===== src/rtl/lc3_mem_pkg.sv =====
// Shared types and constants for the LC-3 memory access controller.
// Holds the FSM encoding, the user-mode address window and the timeout default.
package lc3_mem_pkg;

   // One-hot so each status output decodes from a single flop
   typedef enum logic [2:0] {
      IDLE   = 3'b001,
      ACCESS = 3'b010,
      DONE   = 3'b100
   } state_t;

   localparam logic [15:0] USER_LO     = 16'h3000;
   localparam logic [15:0] USER_HI     = 16'hFE00;
   localparam int          TIMEOUT_DEF = 16;

endpackage


===== src/rtl/mem_access_ctrl_if.sv =====
// Request/response handshake plus LC-3 Mem bus, bundled in one interface.
// master = the access controller, slave = control FSM and memory side.
interface mem_access_ctrl_if #(
   parameter int ADDR_W = 16,
   parameter int DATA_W = 16
);
   logic              req_valid;
   logic              req_ready;
   logic              req_we;
   logic [ADDR_W-1:0] req_addr;
   logic [DATA_W-1:0] req_wdata;
   logic              priv;
   logic              rsp_valid;
   logic [DATA_W-1:0] rsp_rdata;
   logic              rsp_err;
   logic              rsp_acv;
   logic [ADDR_W-1:0] addr;
   logic [DATA_W-1:0] inData;
   logic              MIOEN;
   logic              RW;
   logic [DATA_W-1:0] outData;
   logic              R;

   modport master (
      input  req_valid, req_we, req_addr, req_wdata, priv,
      input  outData, R,
      output req_ready, rsp_valid, rsp_rdata, rsp_err, rsp_acv,
      output addr, inData, MIOEN, RW
   );

   modport slave (
      output req_valid, req_we, req_addr, req_wdata, priv,
      output outData, R,
      input  req_ready, rsp_valid, rsp_rdata, rsp_err, rsp_acv,
      input  addr, inData, MIOEN, RW
   );
endinterface


===== src/rtl/lc3_acv_check.sv =====
// User-mode access-violation check: user code may only touch x3000..xFDFF.
// Purely combinational; instantiated by the controller only with MEM_ACV_EN.
module lc3_acv_check
   import lc3_mem_pkg::*;
#(
   parameter int ADDR_W = 16
)(
   input  logic [ADDR_W-1:0] addr,
   input  logic              priv,
   output logic              viol
);
   assign viol = priv &&
                 ((addr <  ADDR_W'(USER_LO)) ||
                  (addr >= ADDR_W'(USER_HI)));
endmodule


===== src/rtl/mem_access_ctrl.sv =====
// LC-3 CPU-side memory initiator: holds MAR/MDR, drives Mem until R or timeout.
// Optional user-mode access-violation check enabled by `define MEM_ACV_EN.
module mem_access_ctrl
   import lc3_mem_pkg::*;
#(
   parameter int TIMEOUT_CYCLES = TIMEOUT_DEF,
   parameter int ADDR_W         = 16,
   parameter int DATA_W         = 16
)(
   input logic               clk,
   input logic               rst,
   mem_access_ctrl_if.master bus
);
   localparam logic [7:0] CNT_LAST = 8'(TIMEOUT_CYCLES - 1);

   state_t            state;
   state_t            nxt;
   logic [ADDR_W-1:0] mar;
   logic [DATA_W-1:0] mdr;
   logic [7:0]        cnt;
   logic              rw;
   logic              err;
   logic              acv;
   logic              ready;
   logic              valid;
   logic              mioen;
   logic              ready_n;
   logic              valid_n;
   logic              mioen_n;
   logic              accept;
   logic              timeout;
   logic              acv_hit;

   assign accept  = bus.req_valid && ready;
   assign timeout = (cnt == CNT_LAST);

`ifdef MEM_ACV_EN
   lc3_acv_check #(
      .ADDR_W (ADDR_W)
   ) u_acv (
      .addr (bus.req_addr),
      .priv (bus.priv),
      .viol (acv_hit)
   );
`else
   assign acv_hit = 1'b0;
`endif

   // Status outputs are flopped from the next state so none are decoded
   always_ff @(posedge clk) begin
      if (rst) begin
         state <= IDLE;
         ready <= 1'b1;
         valid <= 1'b0;
         mioen <= 1'b0;
      end else begin
         state <= nxt;
         ready <= ready_n;
         valid <= valid_n;
         mioen <= mioen_n;
      end
   end

   always_comb begin
      nxt = state;
      unique case (1'b1)
         (state == IDLE):
            if (accept)
               nxt = acv_hit ? DONE : ACCESS;
         (state == ACCESS):
            if (bus.R || timeout)
               nxt = DONE;
         (state == DONE):
            nxt = IDLE;
         default:
            nxt = IDLE;
      endcase
   end

   always_comb begin
      ready_n = (nxt == IDLE);
      valid_n = (nxt == DONE);
      mioen_n = (nxt == ACCESS);
   end

   // R takes priority over an expiring timeout on the same edge
   always_ff @(posedge clk) begin
      if (rst) begin
         mar <= '0;
         mdr <= '0;
         rw  <= 1'b0;
         err <= 1'b0;
         acv <= 1'b0;
         cnt <= '0;
      end else begin
         unique case (1'b1)
            (state == IDLE): begin
               if (accept) begin
                  mar <= bus.req_addr;
                  rw  <= bus.req_we;
                  cnt <= '0;
                  err <= 1'b0;
                  acv <= 1'b0;
                  if (bus.req_we)
                     mdr <= bus.req_wdata;
                  if (acv_hit) begin
                     mdr <= '0;
                     err <= 1'b1;
                     acv <= 1'b1;
                  end
               end
            end
            (state == ACCESS): begin
               if (bus.R) begin
                  if (!rw)
                     mdr <= bus.outData;
               end else if (timeout) begin
                  mdr <= '0;
                  err <= 1'b1;
               end else begin
                  cnt <= cnt + 8'd1;
               end
            end
            default: ;
         endcase
      end
   end

   assign bus.req_ready = ready;
   assign bus.rsp_valid = valid;
   assign bus.rsp_rdata = mdr;
   assign bus.rsp_err   = err;
   assign bus.rsp_acv   = acv;
   assign bus.addr      = mar;
   assign bus.inData    = mdr;
   assign bus.RW        = rw;
   assign bus.MIOEN     = mioen;
endmodule

===== src/flat_wrapper.sv =====
// flat-port wrapper written by rule: the top's interface ports become plain ports
module mem_access_ctrl_flat import lc3_mem_pkg::*;
#(
   parameter int TIMEOUT_CYCLES = TIMEOUT_DEF,
   parameter int ADDR_W         = 16,
   parameter int DATA_W         = 16
)
  (clk, rst, bus_req_valid, bus_req_we, bus_req_addr, bus_req_wdata, bus_priv, bus_outData, bus_R, bus_req_ready, bus_rsp_valid, bus_rsp_rdata, bus_rsp_err, bus_rsp_acv, bus_addr, bus_inData, bus_MIOEN, bus_RW);
  mem_access_ctrl_if #(.ADDR_W(ADDR_W), .DATA_W(DATA_W)) bus_i ();
  input logic clk;
  input logic rst;
  input wire logic [$bits(bus_i.req_valid)-1:0] bus_req_valid;
  input wire logic [$bits(bus_i.req_we)-1:0] bus_req_we;
  input wire logic [$bits(bus_i.req_addr)-1:0] bus_req_addr;
  input wire logic [$bits(bus_i.req_wdata)-1:0] bus_req_wdata;
  input wire logic [$bits(bus_i.priv)-1:0] bus_priv;
  input wire logic [$bits(bus_i.outData)-1:0] bus_outData;
  input wire logic [$bits(bus_i.R)-1:0] bus_R;
  output wire logic [$bits(bus_i.req_ready)-1:0] bus_req_ready;
  output wire logic [$bits(bus_i.rsp_valid)-1:0] bus_rsp_valid;
  output wire logic [$bits(bus_i.rsp_rdata)-1:0] bus_rsp_rdata;
  output wire logic [$bits(bus_i.rsp_err)-1:0] bus_rsp_err;
  output wire logic [$bits(bus_i.rsp_acv)-1:0] bus_rsp_acv;
  output wire logic [$bits(bus_i.addr)-1:0] bus_addr;
  output wire logic [$bits(bus_i.inData)-1:0] bus_inData;
  output wire logic [$bits(bus_i.MIOEN)-1:0] bus_MIOEN;
  output wire logic [$bits(bus_i.RW)-1:0] bus_RW;
  assign bus_i.req_valid = bus_req_valid;
  assign bus_i.req_we = bus_req_we;
  assign bus_i.req_addr = bus_req_addr;
  assign bus_i.req_wdata = bus_req_wdata;
  assign bus_i.priv = bus_priv;
  assign bus_i.outData = bus_outData;
  assign bus_i.R = bus_R;
  assign bus_req_ready = bus_i.req_ready;
  assign bus_rsp_valid = bus_i.rsp_valid;
  assign bus_rsp_rdata = bus_i.rsp_rdata;
  assign bus_rsp_err = bus_i.rsp_err;
  assign bus_rsp_acv = bus_i.rsp_acv;
  assign bus_addr = bus_i.addr;
  assign bus_inData = bus_i.inData;
  assign bus_MIOEN = bus_i.MIOEN;
  assign bus_RW = bus_i.RW;
  mem_access_ctrl #(.TIMEOUT_CYCLES(TIMEOUT_CYCLES), .ADDR_W(ADDR_W), .DATA_W(DATA_W)) u_core (.clk(clk), .rst(rst), .bus(bus_i));
endmodule

===== config.mk =====
export PLATFORM = sky130hd
export DESIGN_NAME = mem_access_ctrl_flat
export DESIGN_NICKNAME = d
export VERILOG_FILES = /design/src/rtl/lc3_mem_pkg.sv /design/src/rtl/mem_access_ctrl_if.sv /design/src/rtl/lc3_acv_check.sv /design/src/rtl/mem_access_ctrl.sv /design/src/flat_wrapper.sv
export SDC_FILE = /design/constraint.sdc
export NUM_CORES = 1
export LEC_CHECK = 0
export ABC_AREA = 1
export CAP_MARGIN = 40
export CORE_MARGIN = 8
export CORE_UTILIZATION = 30
export CTS_CLUSTER_DIAMETER = 80
export DETAILED_ROUTE_END_ITERATION = 16
export SYNTH_ARGS = -nofsm -noshare
export SYNTH_HDL_FRONTEND = slang
export SYNTH_SLANG_ARGS = --single-unit

===== constraint.sdc =====
create_clock -name clk -period 1.77 [get_ports clk]
set_input_delay 0.177 -clock clk [delete_from_list [all_inputs] [get_ports clk]]
set_output_delay 0.177 -clock clk [all_outputs]
set_load 0.02 [all_outputs]

Word level (Yosys, flattened, before mapping)
Index checks and enable logic that the tools add are counted.

cells by class
  reduce and logical (&&, ||, !) cells = 7
  equal/unequal tests = 13
  $add $sub $neg = 1
  mux-type cells = 17

operators by type and width
  operator             number
  $mux 16              5
  $pmux 16 s2          1
  $mux 8               3
  $pmux 8 s2           1
  $add 8x1->8 const B  1
  $eq 8x4->1 const B   1
  $reduce_and 4->1     2
  $eq 3x1->1 const B   2
  $eq 3x2->1 const B   2
  $mux 3               2
  $ne 2x2->1 const B   3
  $pmux 3 s2           1
  $reduce_and 5->1     1
  $ne 2x1->1 const B   2
  $eq 3x3->1 const B   1
  $mux 1               3
  $ne 3x2->1 const B   1
  $ne 3x3->1 const B   1
  $pmux 1 s2           1
  $reduce_and 2->1     1
  $reduce_bool 2->1    1
  $logic_and 1x1->1    1
  $logic_or 1x1->1     1

word-level totals
  register bits after elaboration = 48
  input port bits = 54
  logic and storage cells = 47

Depth between registers and ports, before layout
Gate-level depths: netlist of the first run.

  depth after elaboration = 5
  gate-level depth with buffers = 11
  mapped depth without buffers = 10

Least setup slack after synthesis of the first run
OpenSTA, ideal clock, no wires.

  kind = register -> register
  start point = register u_core.cnt[0]
  end point = register u_core.mdr[0], in the netlist u_core.bus.inData[0]
  clock period less this slack = 1.417 ns
  buffers on the path = 1
  setup slack = 0.353 ns
  arrival time = 1.355 ns
  library setup time = 0.062 ns
  stages on the path, launching flop included = 11
  data required time = 1.708 ns
  cell sequence = dfxtp_1 > ha_1 > inv_1 > nor2_4 > nand3_2 > nand2_2 > nand2_2 > nor2_8 > buf_12 > nor2_2 > nor2_2

between the ends
  word-level cells in the longest chain between the ends = 3

RTL lines
  element                     line                    source
  start, declared             mem_access_ctrl.sv:20   logic [7:0] cnt;
  start signal, assigned      mem_access_ctrl.sv:121  cnt <= cnt + 8'd1;
  $eq 8x4->1                  mem_access_ctrl.sv:35   assign timeout = (cnt == CNT_LAST);
  $ne 3x2->1 (no line)        n/a
  $reduce_and 5->1 (no line)  n/a
  end signal, assigned        mem_access_ctrl.sv:105  mdr <= bus.req_wdata;
  end signal, assigned        mem_access_ctrl.sv:116  mdr <= bus.outData;
  end, declared               mem_access_ctrl.sv:19   logic [DATA_W-1:0] mdr;

Every way passes these cells.
A chain may end at the register's enable or synchronous reset.

Final worst setup path of the first run
  start point = register u_core.cnt[0]
  end point = register u_core.mdr[7], in the netlist u_core.bus.inData[7]

The elaborated chain is that of the path after synthesis.

==> impl_metrics.csv, run 1 <==
group,metric,value,unit
cells_and_area,multi_input_area,1239,µm²
sta,tns,0,ps
clock_tree,h-tree-depth,2,
clock_tree,clk_path_buf_depth,2,
die,num_rows,33,
routing,wl_per_cell,12.58,µm
power,swShare,31.13,%
clock_tree,clkTransAtPathRegs,90,ps
routing,drtIter0Drc,56,
synthesis,syn_area,2567,µm²
critical_path,cp-start-kind,"flip-flop",
global_route,gr-total-overflow,0,
status,status,"completed",
sta,setup_viol,0,
routing,drc_errors,0,
routing,highest-signal-layer,"met4",
synthesis,synth.avg_cell_area,7.112,µm²
die,io-pin-count,108,
clock_tree,cts_root_buf,"clkbuf_8",
power,peakVddDrop,0.4665,mV
synthesis,synth_seq_area_share,37.43,%
power,power.switching,1143,µW
power,p_int,2527,µW
sta,slew_violations,0,
cells_and_area,antenna_cells,0,
run,max-cap-violations,0,
power,power.total,3670,µW
power,power_frac_comb,35.1,%
critical_path,cp_max_fo,4,
sta,hold_viol,0,
sta,finalCritPeriodShare,90.48,%
routing,via_count,2432,
die,die_h,108.5,µm
cells_and_area,final_common_cell,"clkdlybuf4s50_1",
sta,min_period,1602,ps
die,die-width,108.5,µm
global_route,grt_first_pass_wirelength,11.32,mm
cells_and_area,nets,510,
routing,drtAntennaViolNets,0,
global_route,grt_pass1_vias,2339,
power,clkPwrFrac,29.9,%
cells_and_area,nFillCells,867,
cells_and_area,regArea,960.9,µm²
sta,fmax,624.4,MHz
synthesis,synth_seq_cells,48,
routing,wl_met3,847,µm
critical_path,setup.worst_path.class,"flip-flop to flip-flop",
routing,drtPass1Iterations,4,
die,dieArea,11770,µm²
cells_and_area,final_cell_mix,"clkdlybuf4s50_1, nand2_1, nor2_1",
placed_design,place.port_buffers,105,
routing,met1_length,3.147,mm
power,p_per_area,961.7,nW/µm²
critical_path,crit_arrival,1850,ps
global_route,antenna_found_initial,0,
clock_tree,cts_buffers,5,
clock_tree,cts_num_sinks,48,
sta,rsz0062_at_grt,"no",
die,start_util,31.09,%
power,p_leak,0.001604,µW
critical_path,cp-end-kind,"flip-flop",
global_route,grt_max_degree,27,
hold_path,hold_class,"flip-flop to flip-flop",
power,seqPwrFrac,35.0,%
die,core_area,8258,µm²
synthesis,synthDistinctLibCells,29,
clock_tree,tritoncts,"yes",
synthesis,syn-num-nets,416,
placed_design,place_hpwl,5.342,mm
global_route,track_usage,11.89,%
cells_and_area,area_delta_synth_final,48.64,%
critical_path,critPathRequiredTime,2020,ps
routing,vias_per_cell,4.335,
sta,fin_skew,12.91,ps
cells_and_area,drive_gt1_share,16.67,%
clock_tree,worstSkewPairLatency,310,ps
synthesis,synth_warnings,0,
routing,drt_wl_total,7.060,mm
placed_design,gp_congestion,0.7870,
clock_tree,hold_buffers,0,
routing,dr_wl_met2,2.996,mm
synthesis,netlist_instances,361,
[power groups by stage]
stage               Combinational (µW)  Sequential, µW  Clock (µW)
finish                            1290            1280        1100
global route                      1410            1300        1170
CTS                               1270            1290        1130
detailed placement                1260            1310           0
global placement                  1250            1300           0
floorplan                          659            1440           0
[cells in the mapped netlist, drive strengths merged]
cell    count  share of area (%)
nor2       94                 18
nand2      83                 13
dfxtp      48                 37
o21ai      33                6.4
inv        31                4.5
buf        28                8.8
nand3      27                7.9
a21oi       5               0.97
clkbuf      4               0.97
xor2        2               0.68
clkinv      1               0.15
conb        1               0.15
ha          1               0.49
nand3b      1               0.44
nand4       1               0.24
nor3        1               0.19
[layout make-up]
cell class	instances	share of cell area, %
multi-input combinational	249	32.46
timing repair buffer	119	31.61
sequential	48	25.18
tap	105	3.443
inverter	32	3.148
clock inverter	3	2.361
clock buffer	5	1.803
[registers in the layout, summed over array words and instances, names as in the netlist]
register,cells
u_core.bus.addr,16
u_core.bus.inData,16
u_core.cnt,8
u_core.state,3
u_core.bus.MIOEN,1
u_core.bus.RW,1
u_core.bus.req_ready,1
u_core.bus.rsp_err,1
u_core.bus.rsp_valid,1
[metrics by stage]
stage | hold slack (ps) | setup WS (ps) | utilization, % | cell area, µm² | instances
global route | 486.5 | 6.082 | 46.21 | 3816 | 561
global placement | 461.5 | 69.71 | 43.59 | 3600 | 549
detailed placement | 460.1 | 39.11 | 43.59 | 3600 | 549
finish | 473.4 | 168.5 | 46.21 | 3816 | 561
floorplan | 246.1 | 353.1 | - | 2567 | 361
CTS | 470.0 | 127.1 | 45.52 | 3759 | 557
[per-layer routing]
metal / track usage, % / vias to the layer above
met5: 0 / -
met4: 3.324 / 0
met3: 5.711 / 8
met2: 19.01 / 82
met1: 13.88 / 1060
li1: - / 1282
[worst paths after layout]
kind	startpoint	end	slack, ps	depth (start not counted)
hold / removal	u_core.bus.rsp_err	u_core.bus.rsp_err	470	2
hold reg to reg	u_core.bus.rsp_err	u_core.bus.rsp_err	470	2
setup reg to reg	u_core.cnt[0]	u_core.bus.inData[7]	170	10
setup / recovery	u_core.cnt[0]	u_core.bus.inData[7]	170	10
[cell families (layout without fill, tap and decap cells)]
kind of cell | count (synthesis) | count (layout) | synth area share, %
AND/OR/NAND/NOR | 207 | 207 | 39.43
AO/OA/AOI/OAI | 38 | 38 | 7.407
flip-flops | 48 | 48 | 37.43
buffers and inverters | 64 | 159 | 14.42
XOR/XNOR | 2 | 2 | 0.6824
other | 1 | 1 | 0.1461
adder cells (fa/ha/maj) | 1 | 1 | 0.4873
[timing repair]
action / CTS / global route
hold endpoints to repair: 0 / 0
resized for setup: 0 / 1
endpoints found under the setup margin: 0 / 14
setup buffers: 0 / 4
[worst max-delay path: stages (launching register included)]
cell	delay, ps
dfxtp_1	400
ha_2	220
inv_1	70
nor2_4	130
nand3_2	90
nand2_2	90
nand2_2	90
nor2_8	170
buf_4	150
nor2_1	40
nor2_1	100
(Power assumes the default switching activity.)
==> run 2, diff against run 1 <==
==> constraint.sdc (replaced) <==
create_clock -name clk -period 1.6 [get_ports clk]
set_input_delay 0.16 -clock clk [delete_from_list [all_inputs] [get_ports clk]]
set_output_delay 0.16 -clock clk [all_outputs]
set_load 0.02 [all_outputs]
==> impl_metrics.csv, run 2 (synthesized netlist as in run 1, its figures left out) <==
group,metric,value,unit
status,status,"completed",
die,start_util,31.09,%
routing,drtIter0Drc,70,
die,num_rows,33,
routing,dr_wl_met2,3.127,mm
clock_tree,tritoncts,"yes",
global_route,gr-total-overflow,0,
sta,finalCritPeriodShare,92.65,%
critical_path,crit_arrival,1320,ps
sta,rsz0062_at_grt,"no",
global_route,grt_pass1_vias,2421,
sta,fin_skew,5.527,ps
routing,drc_errors,0,
clock_tree,h-tree-depth,2,
cells_and_area,nets,515,
critical_path,setup.worst_path.class,"flip-flop to output port",
clock_tree,cts_root_buf,"clkbuf_8",
placed_design,dpl.cell_count,556,
routing,drtAntennaViolNets,0,
critical_path,critPathRequiredTime,1440,ps
critical_path,crit_family,"buffers and inverters",
sta,tns,0,ps
power,p_per_area,1046,nW/µm²
placed_design,gp_congestion,0.8235,
die,core_area,8258,µm²
cells_and_area,final_common_cell,"clkdlybuf4s50_1",
run,max-cap-violations,0,
hold_path,hold_class,"input port to flip-flop",
global_route,antenna_found_initial,0,
die,io-pin-count,108,
cells_and_area,area_delta_synth_final,50.73,%
critical_path,cp-start-kind,"flip-flop",
clock_tree,clkTransAtPathRegs,90,ps
sta,hold_viol,0,
cells_and_area,antenna_cells,0,
routing,via_count,2451,
placed_design,place.port_buffers,105,
cells_and_area,drive_gt1_share,18.00,%
sta,min_period,1482,ps
cells_and_area,final_util,46.86,%
sta,fin_ws,117.7,ps
cells_and_area,finalNonFillerCells,566,
global_route,grt_max_degree,27,
routing,wl_met3,793,µm
die,dieArea,11770,µm²
clock_tree,cts_buffers,5,
clock_tree,worstSkewPairLatency,300,ps
die,die_h,108.5,µm
placed_design,place_area,3652,µm²
critical_path,cp-end-kind,"output port",
critical_path,slowest_delay,630,ps
sta,setup_viol,0,
critical_path,cp_max_fo,3,
global_route,grt_first_pass_wirelength,11.56,mm
routing,vias_per_cell,4.330,
die,die-width,108.5,µm
routing,drt_wl_total,7.155,mm
cells_and_area,final_cell_mix,"clkdlybuf4s50_1, nand2_1, nor2_1",
power,p_leak,0.001633,µW
global_route,track_usage,12.01,%
routing,wl_per_cell,12.64,µm
clock_tree,clk_path_buf_depth,2,
cells_and_area,design_area,3870,µm²
sta,fmax,674.6,MHz
placed_design,post-place-ws,-78.84,ps
clock_tree,cts_num_sinks,48,
critical_path,cp_slowest_cell,"clkdlybuf4s50_1",
power,peakVddDrop,0.4582,mV
critical_path,cp_cell_sequence,"clkdlybuf4s50_1",
routing,met1_length,3.208,mm
critical_path,crit_buf_inv,1,
routing,drtPass1Iterations,4,
placed_design,place_hpwl,5.486,mm
sta,slew_violations,0,
routing,highest-signal-layer,"met4",
[run 2: final cells by class]
cell class | count | area [µm²]
inverter | 32 | 120.1
timing repair buffer | 124 | 1247
sequential | 48 | 960.9
clock inverter | 3 | 90.09
multi-input combinational | 249 | 1251
clock buffer | 5 | 68.82
tap | 105 | 131.4
fill | 840 | 4388
[run 2: worst paths after layout]
check / depth (start not counted) / startpoint / slack [ps] / endpoint
setup reg to reg: 10 / u_core.cnt[0] / 130 / u_core.bus.inData[5]
hold reg to reg: 2 / u_core.bus.rsp_err / 480 / u_core.bus.rsp_err
hold / removal: 3 / bus_req_addr[12] / 470 / u_core.bus.addr[12]
setup / recovery: 1 / u_core.bus.inData[2] / 120 / bus_inData[2]
[run 2: routing by layer]
| layer | GRT usage (%) | vias to the layer above |
|---|---|---|
| met5 | 0 | - |
| met4 | 2.053 | 0 |
| met3 | 5.354 | 2 |
| met2 | 20.31 | 80 |
| met1 | 13.83 | 1075 |
| li1 | - | 1294 |
[run 2: report_power, final]
group          internal (µW)  leakage (µW)  switching [µW]
sequential              1330      0.000394            93.6
clock                    782     0.0000784             421
combinational            682       0.00116             742
[run 2: through the flow]
step	hold WS [ps]	total power [µW]
2_1_floorplan	229.1	2320
3_3_place_gp	462.2	2839
3_5_place_dp	460.0	2858
4_1_cts	458.6	4075
5_1_grt	493.0	4287
6_report	474.7	4048
[run 2: timing repair]
| action | CTS | global route |
|---|---|---|
| setup buffers | 0 | 2 |
| gates resized for setup | 0 | 5 |
| hold buffers | 0 | 0 |
| endpoints found under the setup margin | 0 | 22 |
==> run 3, diff against run 2 <==
==> constraint.sdc (replaced) <==
create_clock -name clk -period 1.6 [get_ports clk]
set_input_delay 0.16 -clock clk [delete_from_list [all_inputs] [get_ports clk]]
set_output_delay 0.16 -clock clk [all_outputs]
set_load 0.01 [all_outputs]
==> results of run 3 <==
Same layout as run 2 (identical final DEF). Status: completed.
Main changes from that run: setup slack after layout 117.7 ps -> 125.2 ps; start point of the critical path u_core.bus.inData[2] -> u_core.cnt[0]; end point of the critical path bus_inData[2] -> u_core.bus.inData[5]; total power 4048 µW -> 3909 µW; worst IR drop on VDD 0.4582 mV -> 0.4551 mV
